===== src/rtl/ifetch_queue_pkg.sv =====
// ifetch_queue_pkg
// Shared types and constants for the decoupled instruction fetch stage.
//   WIDTH         : data/address width
//   FETCH_DEPTH   : default prefetch queue depth
//   DISC_W        : width of the stale-response discard counter
//   fetch_entry_t : one prefetch queue slot {pc, instr, filled}
package ifetch_queue_pkg;

  localparam int WIDTH       = 32;
  localparam int FETCH_DEPTH = 4;
  // Discards are bounded by in-flight imem responses, which stay small;
  // 8 bits leaves ample room for chains of back-to-back redirects.
  localparam int DISC_W      = 8;

  typedef struct packed {
    logic [WIDTH-1:0] pc;
    logic [WIDTH-1:0] instr;
    logic             filled;
  } fetch_entry_t;

endpackage


===== src/rtl/ifetch_queue_fetch_queue.sv =====
// fetch_queue
// In-order circular prefetch buffer. A slot is allocated when its fetch
// request is accepted, filled when the matching response returns, and
// popped by decode. Pointers carry an extra wrap bit so that full/empty
// and counts fall out of plain subtraction.
// Ports:
//   clk, rst        : clock, synchronous active-high reset
//   i_flush         : drop every entry and rewind all pointers
//   i_alloc         : allocate the next slot with PC i_alloc_pc
//   i_fill          : write i_fill_instr into the oldest unfilled slot
//   i_pop           : retire the head slot
//   o_full          : DEPTH slots allocated
//   o_outstanding   : allocated-but-unfilled slots (requests in flight)
//   o_head          : head slot contents
module fetch_queue
  import ifetch_queue_pkg::*;
#(
  parameter int DEPTH = FETCH_DEPTH
) (
  input  logic                     clk,
  input  logic                     rst,
  input  logic                     i_flush,
  input  logic                     i_alloc,
  input  logic [WIDTH-1:0]         i_alloc_pc,
  input  logic                     i_fill,
  input  logic [WIDTH-1:0]         i_fill_instr,
  input  logic                     i_pop,
  output logic                     o_full,
  output logic [$clog2(DEPTH):0]   o_outstanding,
  output fetch_entry_t             o_head
);

  localparam int AW = $clog2(DEPTH);

  fetch_entry_t r_mem [DEPTH];
  logic [AW:0]  r_alloc;
  logic [AW:0]  r_fill;
  logic [AW:0]  r_head;
  logic [AW:0]  w_used;

  assign w_used        = r_alloc - r_head;
  assign o_full        = (w_used == (AW+1)'(DEPTH));
  assign o_outstanding = r_alloc - r_fill;
  assign o_head        = r_mem[r_head[AW-1:0]];

  // The caller never allocates when full and never fills with nothing
  // outstanding, so alloc/fill/pop always touch distinct slots.
  always_ff @(posedge clk) begin
    if (rst || i_flush) begin
      r_alloc <= '0;
      r_fill  <= '0;
      r_head  <= '0;
      for (int i = 0; i < DEPTH; i++) begin
        r_mem[i] <= '0;
      end
    end else begin
      if (i_alloc) begin
        r_mem[r_alloc[AW-1:0]].pc     <= i_alloc_pc;
        r_mem[r_alloc[AW-1:0]].filled <= 1'b0;
        r_alloc                       <= r_alloc + 1'b1;
      end
      if (i_fill) begin
        r_mem[r_fill[AW-1:0]].instr  <= i_fill_instr;
        r_mem[r_fill[AW-1:0]].filled <= 1'b1;
        r_fill                       <= r_fill + 1'b1;
      end
      // Clearing filled on pop keeps a recycled head slot from looking
      // valid before it is allocated again.
      if (i_pop) begin
        r_mem[r_head[AW-1:0]].filled <= 1'b0;
        r_head                       <= r_head + 1'b1;
      end
    end
  end

endmodule


===== src/rtl/ifetch_queue.sv =====
// ifetch_queue
// Decoupled fetch stage in front of decode. Issues word-aligned fetch
// requests to a variable-latency imem, buffers responses in an in-order
// prefetch queue and presents them to decode. A redirect flushes the
// queue, restarts fetch at the new PC and arms a counter that swallows
// the responses still in flight for the abandoned stream.
// Ports:
//   clk, rst                         : clock, synchronous active-high reset
//   imem_req_valid/addr/ready        : fetch request handshake
//   imem_rsp_valid/instr             : in-order responses, no backpressure
//   redirect_valid/pc                : flush and restart fetch
//   out_valid/instr/pc, out_ready    : head instruction handshake to decode
// Handshakes: a transfer happens in exactly the cycle where valid and
// ready are both high; valid never depends on ready. imem responses have
// no ready and are consumed (kept or discarded) in the cycle they appear.
module ifetch_queue
  import ifetch_queue_pkg::*;
#(
  parameter int               DEPTH    = FETCH_DEPTH,
  parameter logic [WIDTH-1:0] RESET_PC = '0
) (
  input  logic             clk,
  input  logic             rst,
  output logic             imem_req_valid,
  output logic [WIDTH-1:0] imem_req_addr,
  input  logic             imem_req_ready,
  input  logic             imem_rsp_valid,
  input  logic [WIDTH-1:0] imem_rsp_instr,
  input  logic             redirect_valid,
  input  logic [WIDTH-1:0] redirect_pc,
  output logic             out_valid,
  output logic [WIDTH-1:0] out_instr,
  output logic [WIDTH-1:0] out_pc,
  input  logic             out_ready
);

  localparam int AW = $clog2(DEPTH);

  logic [WIDTH-1:0]  r_fetch_pc;
  logic [DISC_W-1:0] r_discard;

  logic              w_full;
  logic [AW:0]       w_outstanding;
  fetch_entry_t      w_head;
  logic              w_req_valid;
  logic              w_accept;
  logic              w_fill;
  logic              w_pop;
  logic              w_rsp_live;
  logic [DISC_W-1:0] w_disc_redirect;
  logic [WIDTH-1:0]  w_redirect_pc;

  assign w_req_valid    = !rst && !w_full && !redirect_valid;
  assign imem_req_valid = w_req_valid;
  assign imem_req_addr  = w_req_valid ? r_fetch_pc : '0;
  assign w_accept       = w_req_valid && imem_req_ready;

  // A response only counts if something is waiting for it (either a
  // discard or an allocated slot); anything else is an imem leftover.
  assign w_rsp_live = imem_rsp_valid && ((r_discard != '0) || (w_outstanding != '0));
  assign w_fill     = !rst && !redirect_valid && imem_rsp_valid &&
                      (r_discard == '0) && (w_outstanding != '0);

  assign out_valid = !rst && w_head.filled;
  assign out_instr = out_valid ? w_head.instr : '0;
  assign out_pc    = out_valid ? w_head.pc    : '0;
  assign w_pop     = out_valid && out_ready && !redirect_valid;

  // Everything in flight becomes stale on a redirect; a response landing
  // in the same cycle is one of those and is dropped right away.
  assign w_disc_redirect = r_discard + DISC_W'(w_outstanding) - DISC_W'(w_rsp_live);
  assign w_redirect_pc   = redirect_pc & ~WIDTH'(3);

  always_ff @(posedge clk) begin
    if (rst) begin
      r_fetch_pc <= RESET_PC;
      r_discard  <= '0;
    end else if (redirect_valid) begin
      r_fetch_pc <= w_redirect_pc;
      r_discard  <= w_disc_redirect;
    end else begin
      if (w_accept) begin
        r_fetch_pc <= r_fetch_pc + WIDTH'(4);
      end
      if (imem_rsp_valid && (r_discard != '0)) begin
        r_discard <= r_discard - 1'b1;
      end
    end
  end

  fetch_queue #(
    .DEPTH (DEPTH)
  ) u_fetch_queue (
    .clk           (clk),
    .rst           (rst),
    .i_flush       (redirect_valid),
    .i_alloc       (w_accept),
    .i_alloc_pc    (r_fetch_pc),
    .i_fill        (w_fill),
    .i_fill_instr  (imem_rsp_instr),
    .i_pop         (w_pop),
    .o_full        (w_full),
    .o_outstanding (w_outstanding),
    .o_head        (w_head)
  );

endmodule


===== config.mk =====
export PLATFORM = sky130hd
export DESIGN_NAME = ifetch_queue
export DESIGN_NICKNAME = d
export VERILOG_FILES = /design/src/rtl/ifetch_queue_pkg.sv /design/src/rtl/ifetch_queue_fetch_queue.sv /design/src/rtl/ifetch_queue.sv
export SDC_FILE = /design/constraint.sdc
export NUM_CORES = 1
export LEC_CHECK = 0
export ABC_AREA = 1
export BUFFER_PORTS_ARGS = -buffer_cell sky130_fd_sc_hd__buf_4
export CAP_MARGIN = 0
export CORE_MARGIN = 2
export CORE_UTILIZATION = 29
export DETAILED_ROUTE_END_ITERATION = 12
export GPL_TIMING_DRIVEN = 0
export PLACE_DENSITY_LB_ADDON = 0.12
export SLEW_MARGIN = 20
export SYNTH_ARGS = -nofsm -noshare
export SYNTH_HDL_FRONTEND = slang
export SYNTH_SLANG_ARGS = --single-unit

===== constraint.sdc =====
create_clock -name clk -period 3.5 [get_ports clk]
set_input_delay 0.175 -clock clk [delete_from_list [all_inputs] [get_ports clk]]
set_output_delay 0.175 -clock clk [all_outputs]
set_load 0.01 [all_outputs]

Word level (Yosys, flattened, before mapping)
Memory sizes are Yosys's and may differ from the RTL's. A register that Yosys moved wholly into a read port is not among the register bits.
Index checks and enable logic that the tools add are counted.
- register bits: 49
- RAM bits: 260
- input port bits: 70
- output and inout bits: 98
- word-level logic and storage cells: 72
- memories kept: 1
- add/sub/neg operators: 9
- equality and inequality tests: 1
- muxes and demuxes: 29
- reductions and logical operators: 26
- memory list (memory ; depth ; bits a word ; read ports ; clocked after memory_dff ; write ports ; RTL line ; RTL):
    u_fetch_queue.r_mem ; 4 ; 65 ; 1 ; 1 ; 4 ; ifetch_queue_fetch_queue.sv:35 ; fetch_entry_t r_mem [DEPTH];
- operators by type and width (kind ; count):
    $mux 65 ; 3
    $reduce_or 65->1 ; 3
    $mux 32 ; 5
    $add 32x3->32 const B ; 1
    $mux 2 ; 8
    $mux 8 ; 2
    $logic_and 1x1->1 ; 12
    $mux 1 ; 11
    $add 3x1->3 const B ; 3
    $add 8x3->8 ; 1
    $logic_not 8->1 ; 1
    $reduce_bool 8->1 ; 1
    $sub 8x1->8 ; 1
    $sub 8x1->8 const B ; 1
    $sub 3x3->3 ; 2
    $reduce_bool 2->1 ; 2
    $eq 3x3->1 const B ; 1
    $logic_not 1->1 ; 3
    $reduce_bool 3->1 ; 1
    $logic_or 1x1->1 ; 2
    $reduce_or 2->1 ; 1

Depth between registers and ports, before layout
- depth after elaboration: 11
- mapped depth: 19
- mapped depth without buffers: 19

By module
From an unflattened synthesis, not the netlist that was laid out.
- cells, all modules: 1795
- area total of the unflattened synthesis: 15531.1 µm²
- by module, submodules not included (module ; times used ; cells an instance ; area an instance (µm²) ; seq. area each (µm²)):
    fetch_queue ; 1 ; 1083 ; 11654.9 ; 7987.7
    ifetch_queue ; 1 ; 712 ; 3876.2 ; 760.7

Worst setup path before layout
OpenSTA, ideal clock, no wires.
- path kind: register to register
- start: register u_fetch_queue.r_alloc[0]
- end: register r_discard[6]
- setup time: 122 ps
- data arrival time: 3142 ps
- data required time: 3378 ps
- slack: 236 ps
- stages on the path, launching flop included: 20
- buffers on the path: 0
- period minus slack after synthesis: 3264 ps
- path through: dfxtp_1 > inv_1 > ha_1 > fa_1 > xnor2_1 > xor2_1 > nand3_2 > nand2_1 > nand2_1 > ha_1 > inv_1 > ha_1 > inv_1 > fa_1 > o21ai_0 > nand3_1 > nand2_1 > a21oi_1 > o21ai_0 > a21oi_1
- cells in the longest elaborated chain, start to end: 6
- elaborated cells on any way between the ends: 7
- those cells by class: add/sub: 3; mux: 1; reduce/logical: 3
- RTL lines (what ; RTL line ; RTL):
    start, declared ; ifetch_queue_fetch_queue.sv:36 ; logic [AW:0] r_alloc;
    start signal, assigned ; ifetch_queue_fetch_queue.sv:60 ; r_alloc <= r_alloc + 1'b1;
    $sub 3x3->3 * ; ifetch_queue_fetch_queue.sv:43 ; assign o_outstanding = r_alloc - r_fill;
    parallel branches: the longest is 3 deep, another holds $add 8x3->8 ; n/a ;
    $sub 8x1->8 * ; ifetch_queue.sv:71 ; assign w_disc_redirect = r_discard + DISC_W'(w_outstanding) - DISC_W'(w_rsp_live);
    $mux 8 * ; ifetch_queue.sv:78 ; end else if (redirect_valid) begin
    end signal, assigned ; ifetch_queue.sv:80 ; r_discard <= w_disc_redirect;
    end signal, assigned ; ifetch_queue.sv:86 ; r_discard <= r_discard - 1'b1;
    end, declared ; ifetch_queue.sv:40 ; logic [DISC_W-1:0] r_discard;
Every way passes the cells marked *.
A chain may end at the register's enable or synchronous reset.

Worst setup path in the final report
Same ends and word-level chain as after synthesis.

==> impl_metrics.prom <==
# TYPE chip_impl_metric gauge
chip_impl_info{name="outcome",value="completed"} 1
chip_impl_metric{name="worst_max_slew_margin_expressed_relative_to_the_limit",unit="%"} 55.7
chip_impl_metric{name="floorplan.rows",unit=""} 83
chip_impl_metric{name="yosys_warnings",unit=""} 0
chip_impl_metric{name="clkSlewWorstSetupHoldPaths",unit="ps"} 60
chip_impl_info{name="synth_area_leader_cell",value="sky130_fd_sc_hd__edfxtp_1"} 1
chip_impl_metric{name="fmax",unit="MHz"} 304
chip_impl_metric{name="drtIter0Drc",unit=""} 881
chip_impl_metric{name="gp_congestion",unit=""} 0.921
chip_impl_metric{name="vias_in_the_first_global_route",unit=""} 12318
chip_impl_metric{name="synth_seq_cells",unit=""} 301
chip_impl_metric{name="remaining_drc_errors",unit=""} 0
chip_impl_info{name="synth_flop_cell",value="sky130_fd_sc_hd__edfxtp_1"} 1
chip_impl_metric{name="timing.critical_path.fanout_max",unit=""} 3
chip_impl_metric{name="grt_first_pass_wirelength",unit="mm"} 74.7
chip_impl_metric{name="synth_instances",unit=""} 1714
chip_impl_metric{name="floorplan.die.width",unit="um"} 232
chip_impl_metric{name="postRouteWirelength",unit="mm"} 49.3
chip_impl_metric{name="timing.reg2reg.worst_path_depth",unit=""} 19
chip_impl_metric{name="layout-area-overhead-vs-synth",unit="%"} 26.8
chip_impl_metric{name="fp.dieH",unit="um"} 232
chip_impl_metric{name="wl_per_cell",unit="um"} 18.4
chip_impl_metric{name="netlist_area",unit="mm^2"} 0.0151
chip_impl_metric{name="share_of_yosys_cell_area_claimed_by_the_top_area_cell_type",unit="%"} 49.3
chip_impl_metric{name="min_path_cells",unit=""} 2
chip_impl_metric{name="syn-mean-instance-area",unit="um^2"} 8.81
chip_impl_metric{name="share_of_synthesized_flip_flops_with_an_asynchronous_set_or_reset",unit="%"} 0
chip_impl_metric{name="cts.sinks",unit=""} 301
chip_impl_metric{name="clkLatencyLatePin",unit="ps"} 550
chip_impl_metric{name="place_ws",unit="ps"} -232
chip_impl_metric{name="insertedDiodeCount",unit=""} 0
chip_impl_metric{name="antenna_violations_before_repair",unit=""} 0
chip_impl_metric{name="post_synth_num_cell_types",unit=""} 45
chip_impl_metric{name="crit_arrival",unit="ps"} 3760
chip_impl_metric{name="final_antenna_net_count",unit=""} 0
chip_impl_metric{name="timing.final.ws_setup",unit="ps"} 214
chip_impl_metric{name="maxCapViolations",unit=""} 0
chip_impl_metric{name="io_buffer_count",unit=""} 160
chip_impl_metric{name="pin_count",unit=""} 168
chip_impl_metric{name="final-instance-count-excl-fill",unit=""} 2686
chip_impl_metric{name="final_min_period_over_clock_period",unit="%"} 93.9
chip_impl_metric{name="setup_viol_count_final",unit=""} 0
chip_impl_metric{name="core-area",unit="mm^2"} 0.0514
chip_impl_info{name="tritoncts",value="done"} 1
chip_impl_metric{name="cp_data_required_time",unit="ps"} 3980
chip_impl_metric{name="first_pass_iters",unit=""} 5
chip_impl_metric{name="grt_start_max_net_pins",unit=""} 27
chip_impl_metric{name="synth-edff-count",unit=""} 248
chip_impl_metric{name="finalHoldViolations",unit=""} 0
chip_impl_info{name="cts_root_buffer",value="sky130_fd_sc_hd__clkbuf_16"} 1
chip_impl_metric{name="final_nets",unit=""} 2084
chip_impl_info{name="hold_class",value="in2reg"} 1
chip_impl_metric{name="worst_clock_skew",unit="ps"} 16.3
chip_impl_metric{name="grt-ovfl-total",unit=""} 0
chip_impl_metric{name="period_minus_slack",unit="ps"} 3290
chip_impl_info{name="timing.setup.critical_path_class",value="reg2reg"} 1
chip_impl_metric{name="starting_utilization_of_the_core_area",unit="%"} 29.4
chip_impl_metric{name="worst_ir_drop_vdd",unit="mV"} 0.278
chip_impl_metric{name="maxSlewViolCount",unit=""} 0
chip_impl_metric{name="drive_above_1_share",unit="%"} 17.0
chip_impl_metric{name="hpwl",unit="mm"} 34.2
chip_impl_metric{name="post_drt_via_cell_ratio",unit=""} 4.67
chip_impl_metric{name="worst_slew_pin_slew",unit="ps"} 664
chip_impl_info{name="worst_setup_path_start_kind",value="flip-flop"} 1
chip_impl_metric{name="clock_path_buffers",unit=""} 3
chip_impl_info{name="yosysMostFrequentCell",value="sky130_fd_sc_hd__nor2_1"} 1
chip_impl_info{name="cp-end-kind",value="flip-flop"} 1
chip_impl_info{name="ys_top_cells_by_count",value="sky130_fd_sc_hd__nor2_1 (594), sky130_fd_sc_hd__edfxtp_1 (248), sky130_fd_sc_hd__o21ai_0 (165)"} 1
chip_impl_metric{name="dr_total_vias",unit=""} 12555
chip_impl_metric{name="power.density",unit="mW/mm^2"} 471
chip_impl_metric{name="finish.utilization",unit="%"} 37.3
chip_impl_metric{name="fraction_of_the_yosys_area_taken_by_sequential_cells",unit="%"} 56.3
chip_impl_metric{name="cts_inserted_buffers",unit=""} 37
chip_impl_info{name="synth_area_leaders",value="sky130_fd_sc_hd__edfxtp_1 (49%), sky130_fd_sc_hd__nor2_1 (15%), sky130_fd_sc_hd__dfxtp_1 (7.0%)"} 1
chip_impl_metric{name="htree_levels",unit=""} 2
chip_impl_metric{name="grt_use_total",unit="%"} 18.4
chip_impl_metric{name="dieArea",unit="mm^2"} 0.0539
chip_impl_metric{name="final.setup.tns",unit="ps"} 0
chip_impl_metric{name="report.power.total",unit="mW"} 9.02
chip_impl_metric{name="leakage",unit="nW"} 7.74
chip_impl_metric{name="placedCellCount",unit=""} 2565
==> power by group <==
group          internal (mW)  total, mW  switching [mW]
Combinational          0.427       1.13           0.705
Sequential              4.06       4.15          0.0868
Clock                   2.18       3.74            1.56
Total                   6.67       9.02            2.35
==> sequential cells by signal, indices dropped and copies added, names as in the netlist, named ones only <==
register	flops
u_fetch_queue.r_fill	3
u_fetch_queue.r_head	3
u_fetch_queue.r_mem	252
r_fetch_pc	30
r_discard	8
u_fetch_queue.r_alloc	3
==> stage by stage <==
stage	instance area, um^2	hold slack [ps]
after CTS	19100	2.79
final	19200	28.6
after global placement	17200	461
after global routing	19200	10.4
after detailed placement	17400	468
after floorplan	15100	316
==> worst paths after layout <==
kind	startpoint	to	slack [ps]
max reg2reg	u_fetch_queue.r_alloc[0]	r_discard[6]	210
min reg2reg	u_fetch_queue.r_mem[3][0]	u_fetch_queue.r_mem[3][0]	480
min	rst	r_fetch_pc[31]	30
max	u_fetch_queue.r_alloc[0]	r_discard[6]	210
==> logic make-up (layout without fill, tap and decap cells) <==
kind of cell / after synthesis / after routing / share of synthesized area [%]
and+or+nand+nor: 846 / 846 / 23.0
xor gates and xnor gates: 13 / 13 / 0.754
adders and majority gates: 32 / 32 / 2.75
other: 1 / 4 / 0.0248
DFF: 301 / 301 / 56.3
buffers and inverters: 226 / 515 / 6.86
AOI/OAI and AO/OA: 293 / 293 / 10.2
muxes: 2 / 2 / 0.133
==> cells in the final DEF (no fill, tap or decap), drive strengths merged, types with 2 or more instances in the layout <==
master	netlist	final
nor2	603	603
edfxtp	248	248
buf	72	245
o21ai	166	166
nand2	159	159
inv	130	130
a21oi	103	103
clkbuf	24	69
nand3	59	59
dlygate4sd3	0	53
dfxtp	53	53
ha	30	30
nor3	14	14
clkinv	0	13
xor2	10	10
nand4	9	9
a211oi	8	8
o211ai	4	4
conb	1	4
a21o	3	3
clkinvlp	0	3
xnor2	3	3
or2	2	2
a31oi	2	2
o211a	2	2
mux2i	2	2
o22ai	2	2
fa	2	2
bufinv	0	2
==> metal layers <==
metal | GRT usage (%) | routed length, um | share of wire (%)
met5 | 0 | 0 | 0
met4 | 5.07 | 1070 | 2.2
met3 | 3.35 | 2610 | 5.3
met2 | 28.8 | 22400 | 45
met1 | 25.9 | 23200 | 47
==> repair_timing <==
action / 4_1_cts / 5_1_grt
gates resized for setup: 3 / 14
pin swaps: 1 / 11
endpoints found under the setup margin: 3 / 3
hold buffers: 53 / 0
buffers inserted: 1 / 4
gates cloned: 0 / 0
hold endpoints to repair: 148 / 0
==> area by class of cell <==
type	instances	area (um^2)
Inverter	130	500
Timing Repair Buffer	226	1960
Clock inverter	18	165
Buffer	96	538
Fill cell	5277	32300
Sequential cell	301	8510
Tap cell	680	851
Multi-Input combinational cell	1190	5630
Clock buffer	45	997
==> critical path: stages, from the launching register on <==
cell and delay, ps:
sky130_fd_sc_hd__dfxtp_4 360, sky130_fd_sc_hd__inv_4 50, sky130_fd_sc_hd__ha_4 150, sky130_fd_sc_hd__fa_2 360, sky130_fd_sc_hd__xnor2_2 220, sky130_fd_sc_hd__xor2_2 210, sky130_fd_sc_hd__nand3_2 100, sky130_fd_sc_hd__nand2_1 70
sky130_fd_sc_hd__nand2_1 50, sky130_fd_sc_hd__ha_1 300, sky130_fd_sc_hd__inv_1 60, sky130_fd_sc_hd__ha_2 180, sky130_fd_sc_hd__inv_2 40, sky130_fd_sc_hd__fa_2 400, sky130_fd_sc_hd__o21ai_2 160, sky130_fd_sc_hd__nand3_1 110
sky130_fd_sc_hd__nand2_2 90, sky130_fd_sc_hd__buf_4 100, sky130_fd_sc_hd__o21ai_1 50, sky130_fd_sc_hd__a21oi_1 140
No activity file was read; power rests on OpenSTA's default activity.
